[src/rtl/packet_pkg.sv]
// Shared definitions for the packet framing path: header layout, packet type
// codes and the framer state encoding.
package packet_pkg;

  localparam int HDR_BYTES = 3;
  localparam int LEN_W     = 16;
  localparam int TYPE_W    = 8;
  localparam int HDR_W     = LEN_W + TYPE_W;

  localparam logic [TYPE_W-1:0] TYPE_Z = 8'd122;
  localparam logic [TYPE_W-1:0] TYPE_O = 8'd111;
  localparam logic [TYPE_W-1:0] TYPE_Q = 8'd113;
  localparam logic [TYPE_W-1:0] TYPE_A = 8'd65;
  localparam logic [TYPE_W-1:0] TYPE_B = 8'd66;
  localparam logic [TYPE_W-1:0] TYPE_D = 8'd68;

  // Largest payload whose header length (payload + 3) still fits in 16 bits.
  localparam logic [LEN_W-1:0] MAX_PAYLOAD_LEN = 16'd65532;

  typedef enum logic [1:0] {
    ST_IDLE,
    ST_PASS,
    ST_FLUSH
  } framer_state_t;

endpackage

[src/rtl/framer_out_reg.sv]
// Output stage with valid/ready: holds its word stable while stalled and
// reports when it can take a new word in the same cycle.
module framer_out_reg #(
  parameter int DATA_WIDTH = 64
) (
  input  logic                    clk,
  input  logic                    rst,
  input  logic                    load,
  input  logic                    sop,
  input  logic                    eop,
  input  logic [DATA_WIDTH/8-1:0] mod,
  input  logic [DATA_WIDTH-1:0]   dat,
  input  logic                    out_rdy,
  output logic                    out_val,
  output logic                    out_sop,
  output logic                    out_eop,
  output logic [DATA_WIDTH/8-1:0] out_mod,
  output logic [DATA_WIDTH-1:0]   out_dat,
  output logic                    free
);

  assign free = !out_val || out_rdy;

  // The owner only asserts load when free, so a stalled word is never overwritten.
  always_ff @(posedge clk or posedge rst) begin
    if (rst) begin
      out_val <= 1'b0;
      out_sop <= 1'b0;
      out_eop <= 1'b0;
      out_mod <= '0;
      out_dat <= '0;
    end else if (load) begin
      out_val <= 1'b1;
      out_sop <= sop;
      out_eop <= eop;
      out_mod <= mod;
      out_dat <= dat;
    end else if (out_rdy) begin
      out_val <= 1'b0;
    end
  end

endmodule

[src/rtl/packet_framer.sv]
// Prepends the 3-byte {len16, type8} header to each payload and re-aligns the
// payload by 3 bytes through a 24-bit carry register.
module packet_framer
  import packet_pkg::*;
#(
  parameter int DATA_WIDTH = 64
) (
  input  logic                    Clk,
  input  logic                    Rst,
  output logic                    InBus_Rdy,
  input  logic                    InBus_Val,
  input  logic                    InBus_Sop,
  input  logic                    InBus_Eop,
  input  logic [DATA_WIDTH/8-1:0] InBus_Mod,
  input  logic [DATA_WIDTH-1:0]   InBus_Dat,
  input  logic [LEN_W-1:0]        InBus_PktLen,
  input  logic [TYPE_W-1:0]       InBus_PktType,
  input  logic                    OutBus_Rdy,
  output logic                    OutBus_Val,
  output logic                    OutBus_Sop,
  output logic                    OutBus_Eop,
  output logic [DATA_WIDTH/8-1:0] OutBus_Mod,
  output logic [DATA_WIDTH-1:0]   OutBus_Dat,
  output logic                    Error
);

  localparam int N = DATA_WIDTH / 8;
  typedef logic [N-1:0] mod_t;
  localparam logic [15:0] N_BYTES = 16'(N);

  framer_state_t        state;
  logic [HDR_W-1:0]     carry;
  logic [LEN_W-1:0]     byte_count;
  logic [LEN_W-1:0]     pkt_len;
  mod_t                 flush_mod;

  logic                 out_free;
  logic                 in_fire;
  logic                 sop_beat;
  logic                 data_beat;
  logic [15:0]          beat_bytes;
  logic [15:0]          tail_bytes;
  logic [15:0]          beat_total;
  logic                 fits;
  logic [DATA_WIDTH-1:0] dat_masked;
  logic [HDR_W-1:0]     header;

  logic                 load;
  logic                 d_sop;
  logic                 d_eop;
  mod_t                 d_mod;
  logic [DATA_WIDTH-1:0] d_dat;

  assign InBus_Rdy  = (state != ST_FLUSH) && out_free;
  assign in_fire    = InBus_Val && InBus_Rdy;
  assign sop_beat   = in_fire && InBus_Sop && (state == ST_IDLE);
  assign data_beat  = in_fire && !InBus_Sop && (state == ST_PASS);
  assign header     = {InBus_PktLen + 16'(HDR_BYTES), InBus_PktType};
  assign tail_bytes = 16'(HDR_BYTES) + beat_bytes;
  assign fits       = tail_bytes <= N_BYTES;
  assign beat_total = byte_count + beat_bytes;

  always_comb begin
    beat_bytes = N_BYTES;
    if (InBus_Eop && (InBus_Mod != '0) && (InBus_Mod < mod_t'(N)))
      beat_bytes = 16'(InBus_Mod);
  end

  // Bytes past the valid count are zeroed so padding never leaks downstream.
  always_comb begin
    dat_masked = InBus_Dat;
    for (int i = 0; i < N; i++)
      if (16'(i) >= beat_bytes)
        dat_masked[DATA_WIDTH-1-8*i -: 8] = 8'h00;
  end

  always_comb begin
    load  = 1'b0;
    d_sop = 1'b0;
    d_eop = 1'b0;
    d_mod = '0;
    d_dat = '0;
    if (sop_beat || data_beat) begin
      load  = 1'b1;
      d_sop = sop_beat;
      d_dat = {(sop_beat ? header : carry), dat_masked[DATA_WIDTH-1:HDR_W]};
      if (InBus_Eop && fits) begin
        d_eop = 1'b1;
        d_mod = (tail_bytes == N_BYTES) ? '0 : mod_t'(tail_bytes);
      end
    end else if ((state == ST_FLUSH) && out_free) begin
      load  = 1'b1;
      d_eop = 1'b1;
      d_mod = flush_mod;
      d_dat = {carry, {(DATA_WIDTH-HDR_W){1'b0}}};
    end
  end

  framer_out_reg #(
    .DATA_WIDTH(DATA_WIDTH)
  ) u_out_reg (
    .clk     (Clk),
    .rst     (Rst),
    .load    (load),
    .sop     (d_sop),
    .eop     (d_eop),
    .mod     (d_mod),
    .dat     (d_dat),
    .out_rdy (OutBus_Rdy),
    .out_val (OutBus_Val),
    .out_sop (OutBus_Sop),
    .out_eop (OutBus_Eop),
    .out_mod (OutBus_Mod),
    .out_dat (OutBus_Dat),
    .free    (out_free)
  );

  // Error is registered, so every cause shows up the cycle after the offending accept.
  always_ff @(posedge Clk or posedge Rst) begin
    if (Rst) begin
      state      <= ST_IDLE;
      carry      <= '0;
      byte_count <= '0;
      pkt_len    <= '0;
      flush_mod  <= '0;
      Error      <= 1'b0;
    end else begin
      Error <= 1'b0;
      case (state)
        ST_IDLE: begin
          if (in_fire) begin
            if (InBus_Sop) begin
              carry      <= dat_masked[HDR_W-1:0];
              pkt_len    <= InBus_PktLen;
              byte_count <= beat_bytes;
              if ((InBus_PktLen > MAX_PAYLOAD_LEN) ||
                  (InBus_Eop && (beat_bytes != InBus_PktLen)))
                Error <= 1'b1;
              if (!InBus_Eop) begin
                state <= ST_PASS;
              end else if (!fits) begin
                state     <= ST_FLUSH;
                flush_mod <= mod_t'(tail_bytes - N_BYTES);
              end
            end else begin
              Error <= 1'b1;
            end
          end
        end
        ST_PASS: begin
          if (in_fire) begin
            if (InBus_Sop) begin
              Error <= 1'b1;
            end else begin
              carry      <= dat_masked[HDR_W-1:0];
              byte_count <= beat_total;
              if (InBus_Eop) begin
                if (beat_total != pkt_len)
                  Error <= 1'b1;
                if (fits) begin
                  state <= ST_IDLE;
                end else begin
                  state     <= ST_FLUSH;
                  flush_mod <= mod_t'(tail_bytes - N_BYTES);
                end
              end
            end
          end
        end
        ST_FLUSH: begin
          if (out_free)
            state <= ST_IDLE;
        end
        default: state <= ST_IDLE;
      endcase
    end
  end

endmodule

[config.mk]
export PLATFORM = sky130hd
export DESIGN_NAME = packet_framer
export DESIGN_NICKNAME = d
export VERILOG_FILES = /design/src/rtl/packet_pkg.sv /design/src/rtl/framer_out_reg.sv /design/src/rtl/packet_framer.sv
export SDC_FILE = /design/constraint.sdc
export NUM_CORES = 1
export LEC_CHECK = 0
export ABC_AREA = 1
export BUFFER_PORTS_ARGS = -buffer_cell sky130_fd_sc_hd__buf_2
export CAP_MARGIN = 30
export CORE_MARGIN = 2
export CORE_UTILIZATION = 54
export DETAILED_ROUTE_END_ITERATION = 10
export HOLD_SLACK_MARGIN = 0.15
export MAX_ROUTING_LAYER = met4
export PLACE_DENSITY_LB_ADDON = 0.25
export SLEW_MARGIN = 25
export SYNTH_ARGS = -nofsm -noshare
export SYNTH_HDL_FRONTEND = slang
export SYNTH_SLANG_ARGS = --single-unit
[constraint.sdc]
create_clock -name Clk -period 5.2 [get_ports Clk]
set_input_delay 0.52 -clock Clk [delete_from_list [all_inputs] [get_ports Clk]]
set_output_delay 0.52 -clock Clk [all_outputs]
set_load 0.05 [all_outputs]
==> run summary <==
Yosys attributes the largest share of cell area to sky130_fd_sc_hd__dfrtp_1 49%, sky130_fd_sc_hd__nand2_1 14%, sky130_fd_sc_hd__o21ai_0 6.2%. Across the VDD grid, the largest voltage drop is approximately 0.51 mV. The count of distinct cell types in the synthesized netlist is 41. The number of nets with antenna violations after detailed routing is 0. The run finished with clean final reports. The minimum clock period after layout came out at 3506 ps.

The start-to-end type of the worst setup path is reg2reg. Pin placement for this block handled 179 I/O pins. The area added between synthesis and finish came out at 22.87%. For this block, the initial DRC count from the detailed router was 570.

The share of the synthesized area in the top cell type is 0.4884. The first-pass GRT wire length is 31750 um. In this run the tightest slew margin relative to its limit is 0.5018. The worst setup margin is 1694 ps. In this design, the stage delay of the slowest critical-path cell is 570 ps. The net count of the finished layout is around 1200. Dividing the final minimum period by the clock period gives 0.6742. The slew at the pin with the worst max-slew slack came out at approximately 750 ps. The setup skew after layout is about 7.2 ps. The number of warnings issued by yosys came out at 0. The worst endpoint data arrival time is 3830 ps.

The post-placement setup slack came out at ~1300 ps. The congestion estimate from routability-driven global placement came to 0.9832. The number of max-slew violations in the final report came to 0. In this run the clock root is driven by a sky130_fd_sc_hd__clkbuf_16.

The remaining global-route overflow is 0. Entering global routing, the biggest net connects between 100 and 150 pins. The die covers around 14000 um^2.

For the final routed database, the setup TNS stands at 0 ps. Setup repair after global routing left no endpoint under its margin. The count of maximum capacitance violations is 0. The path class of the tightest hold or removal check is in2reg. Clock-pin slew was measured on the worst setup and hold paths at 60 ps. The sum of net half-perimeters after detailed placement is about 14000 um. The total count of hold-check failures in the final report is 0. The post-synthesis average cell area came out at about 8 um^2. The leakage component of the power is between 4 and 5 nW. The maximum clock path buffer count is 2. The number of gates given a new drive strength after cts came out at 0. Traced cell by cell, the critical path runs through inv_2 > or2_4 > nand2_2 > nor2_2 > nand2_4 > inv_2 > nor2_4 > inv_6 > nor2_4 > buf_12 > nand2_1 > o21ai_0. For this run, the total global-route usage over all layers was measured as 0.2896. TritonCTS built the clock tree. The top cell types in the final layout, fill and taps aside, are 262 x sky130_fd_sc_hd__nand2_1, 178 x sky130_fd_sc_hd__buf_2, 142 x sky130_fd_sc_hd__dfrtp_1.

The total power consumption of the routed design is 5.546 mW. The data required time of the critical path is 5520 ps. The placeable core region came out at 13190 um^2. The total clock buffers created by CTS came out at 17.

In the final routed layout, each cell accounts on average for 15.79 um. The total wire length is about 20000 um. The number of cell rows is 42.

The biggest area consumer among synthesized cells is sky130_fd_sc_hd__dfrtp_1. The fmax is 285.2 MHz. The number of cells produced by synthesis came out at 899. The sequential share of the synthesized area came out at 0.4884.

The total number of clock tree sinks is 142. Setup violations remaining at the end of the flow were counted as 0. The detailed-route DRC error count came out at 0. The kind of capture point of the worst setup path is a flip-flop. The power density over cell area came out at 620.4 nW/um^2. The number of vias in the routed layout came out at 6799. The fraction of layout cells with a size suffix above 1 is 0.2076. 0 antenna diodes ended up in the layout. The post-synthesis sequential element count is 142. Before antenna repair, the detailed router went through 5 iterations. The count of buffers inserted at the top-level ports is 178. The number of antenna violations at the first check in global routing came out at 0. The via count of the first global-routing pass came out at 6536. After synthesis the cells add up to roughly 7300 um^2. The startpoint kind of the worst setup timing path is a flip-flop. The H-tree depth is 4. The die span in x is 120.1 um. The die is 120.1 um tall. The starting density of the core came out at 0.5516. Leaving out fill and tap cells, the most frequent cell in the layout is sky130_fd_sc_hd__nand2_1.

The number of vias per cell came out at 5.396. The cell at the slowest stage of the critical path is sky130_fd_sc_hd__nor2_4. The clock insertion delay at the later pin of the skew report is between 400 and 500 ps.

The maximum fanout along the worst path came out at around 110.
==> critical path: cells and delay by family, from the launching register on <==
| kind | cells | cell delay (ps) |
|---|---|---|
| flip-flops | 1 | 390 |
| AO/OA/AOI/OAI | 1 | 110 |
| AND/OR/NAND/NOR | 7 | 1810 |
| buffers and inverters | 4 | 1040 |
==> final timing paths <==
path                       slack, ps                     to                  start  cells past startpoint
setup / recovery                1690  u_out_reg.out_dat[18]               state[1]                     12
hold / removal                   330              carry[20]          InBus_Dat[20]                      3
setup reg to reg                1690  u_out_reg.out_dat[18]               state[1]                     12
hold reg to reg                  480  u_out_reg.out_dat[21]  u_out_reg.out_dat[21]                      2
max in group asynchronous       3370              carry[10]                    Rst                      5
min in group asynchronous        630  u_out_reg.out_dat[24]                    Rst                      3
==> flip-flops by register name (all words and copies together) (netlist names) <==
register and cells:
Error 1, byte_count 16, carry 24, flush_mod 8
pkt_len 16, state 2, u_out_reg.out_dat 64, u_out_reg.out_eop 1
u_out_reg.out_mod 8, u_out_reg.out_sop 1, u_out_reg.out_val 1
==> metrics by stage <==
stage                     cells  instance area, um^2    util  hold WS, ps
final                      1260                 8940  0.6778        331.7
after detailed placement   1229                 8294  0.6288        462.6
after CTS                  1258                 8900  0.6747        323.3
after floorplan             901                 7283       -        436.5
after global routing       1260                 8940  0.6778        329.2
after global placement     1229                 8294  0.6288        450.7
==> synthesized netlist by cell type <==
library cell and number:
sky130_fd_sc_hd__a211oi_1 1, sky130_fd_sc_hd__a21o_1 1, sky130_fd_sc_hd__a21oi_1 17, sky130_fd_sc_hd__a22o_1 3
sky130_fd_sc_hd__a31oi_1 2, sky130_fd_sc_hd__a32o_1 9, sky130_fd_sc_hd__buf_2 10, sky130_fd_sc_hd__buf_4 8
sky130_fd_sc_hd__clkbuf_1 12, sky130_fd_sc_hd__conb_1 2, sky130_fd_sc_hd__dfrtp_1 142, sky130_fd_sc_hd__fa_1 1
sky130_fd_sc_hd__ha_1 16, sky130_fd_sc_hd__inv_1 105, sky130_fd_sc_hd__inv_2 3, sky130_fd_sc_hd__inv_4 1
sky130_fd_sc_hd__nand2_1 262, sky130_fd_sc_hd__nand2_2 1, sky130_fd_sc_hd__nand2_4 1, sky130_fd_sc_hd__nand3_1 76
sky130_fd_sc_hd__nand3b_1 4, sky130_fd_sc_hd__nand4_1 7, sky130_fd_sc_hd__nor2_1 55, sky130_fd_sc_hd__nor2_2 1
sky130_fd_sc_hd__nor2_4 2, sky130_fd_sc_hd__nor3_1 5, sky130_fd_sc_hd__nor3_4 1, sky130_fd_sc_hd__nor4_1 2
sky130_fd_sc_hd__o2111ai_1 2, sky130_fd_sc_hd__o211ai_1 17, sky130_fd_sc_hd__o21ai_0 90, sky130_fd_sc_hd__o21ai_1 5
sky130_fd_sc_hd__o221ai_1 11, sky130_fd_sc_hd__o22ai_1 4, sky130_fd_sc_hd__o311ai_0 1, sky130_fd_sc_hd__or2_2 2
sky130_fd_sc_hd__or2_4 1, sky130_fd_sc_hd__xnor2_1 1, sky130_fd_sc_hd__xnor3_1 2, sky130_fd_sc_hd__xor2_1 12
sky130_fd_sc_hd__xor3_1 1
==> per-layer routing <==
metal / routed length, um / track usage
met3: 1204 / 0.07414
met1: 8629 / 0.3715
met5: 0 / -
met4: 445 / 0.1059
met2: 9612 / 0.4467
==> cell families (layout without fill, tap and decap cells) <==
family | after synthesis | count (layout) | share of synthesized area
AO/OA/AOI/OAI | 163 | 163 | 0.1347
other | 2 | 4 | 0.001032
adder cells (fa/ha/maj) | 17 | 17 | 0.03027
AND/OR/NAND/NOR | 420 | 420 | 0.2426
XOR/XNOR | 16 | 16 | 0.02511
flip-flops | 142 | 142 | 0.4884
buffers and inverters | 139 | 322 | 0.07790
==> cell type report <==
class / count / area (um^2)
clock buffers: 24 / 501.7
inverters: 109 / 419.2
fillers: 1075 / 4250
well taps: 176 / 220.2
clock inverters: 5 / 103.9
repair buffers: 184 / 970.9
flip-flops and latches: 142 / 3553
multi-input cells: 620 / 3171
==> where the power goes <==
group	leakage, nW	switching, mW	internal, mW
Combinational	2.60	1.79	0.667
Clock	0.299	0.449	0.811
Sequential	1.80	0.262	1.56
Total	4.70	2.51	3.04
==> what timing repair did <==
item	in CTS	in global routing
buffers inserted	0	0
hold buffers	0	1
endpoints found under the hold margin	0	27
Power figures use the tool's default switching activity.
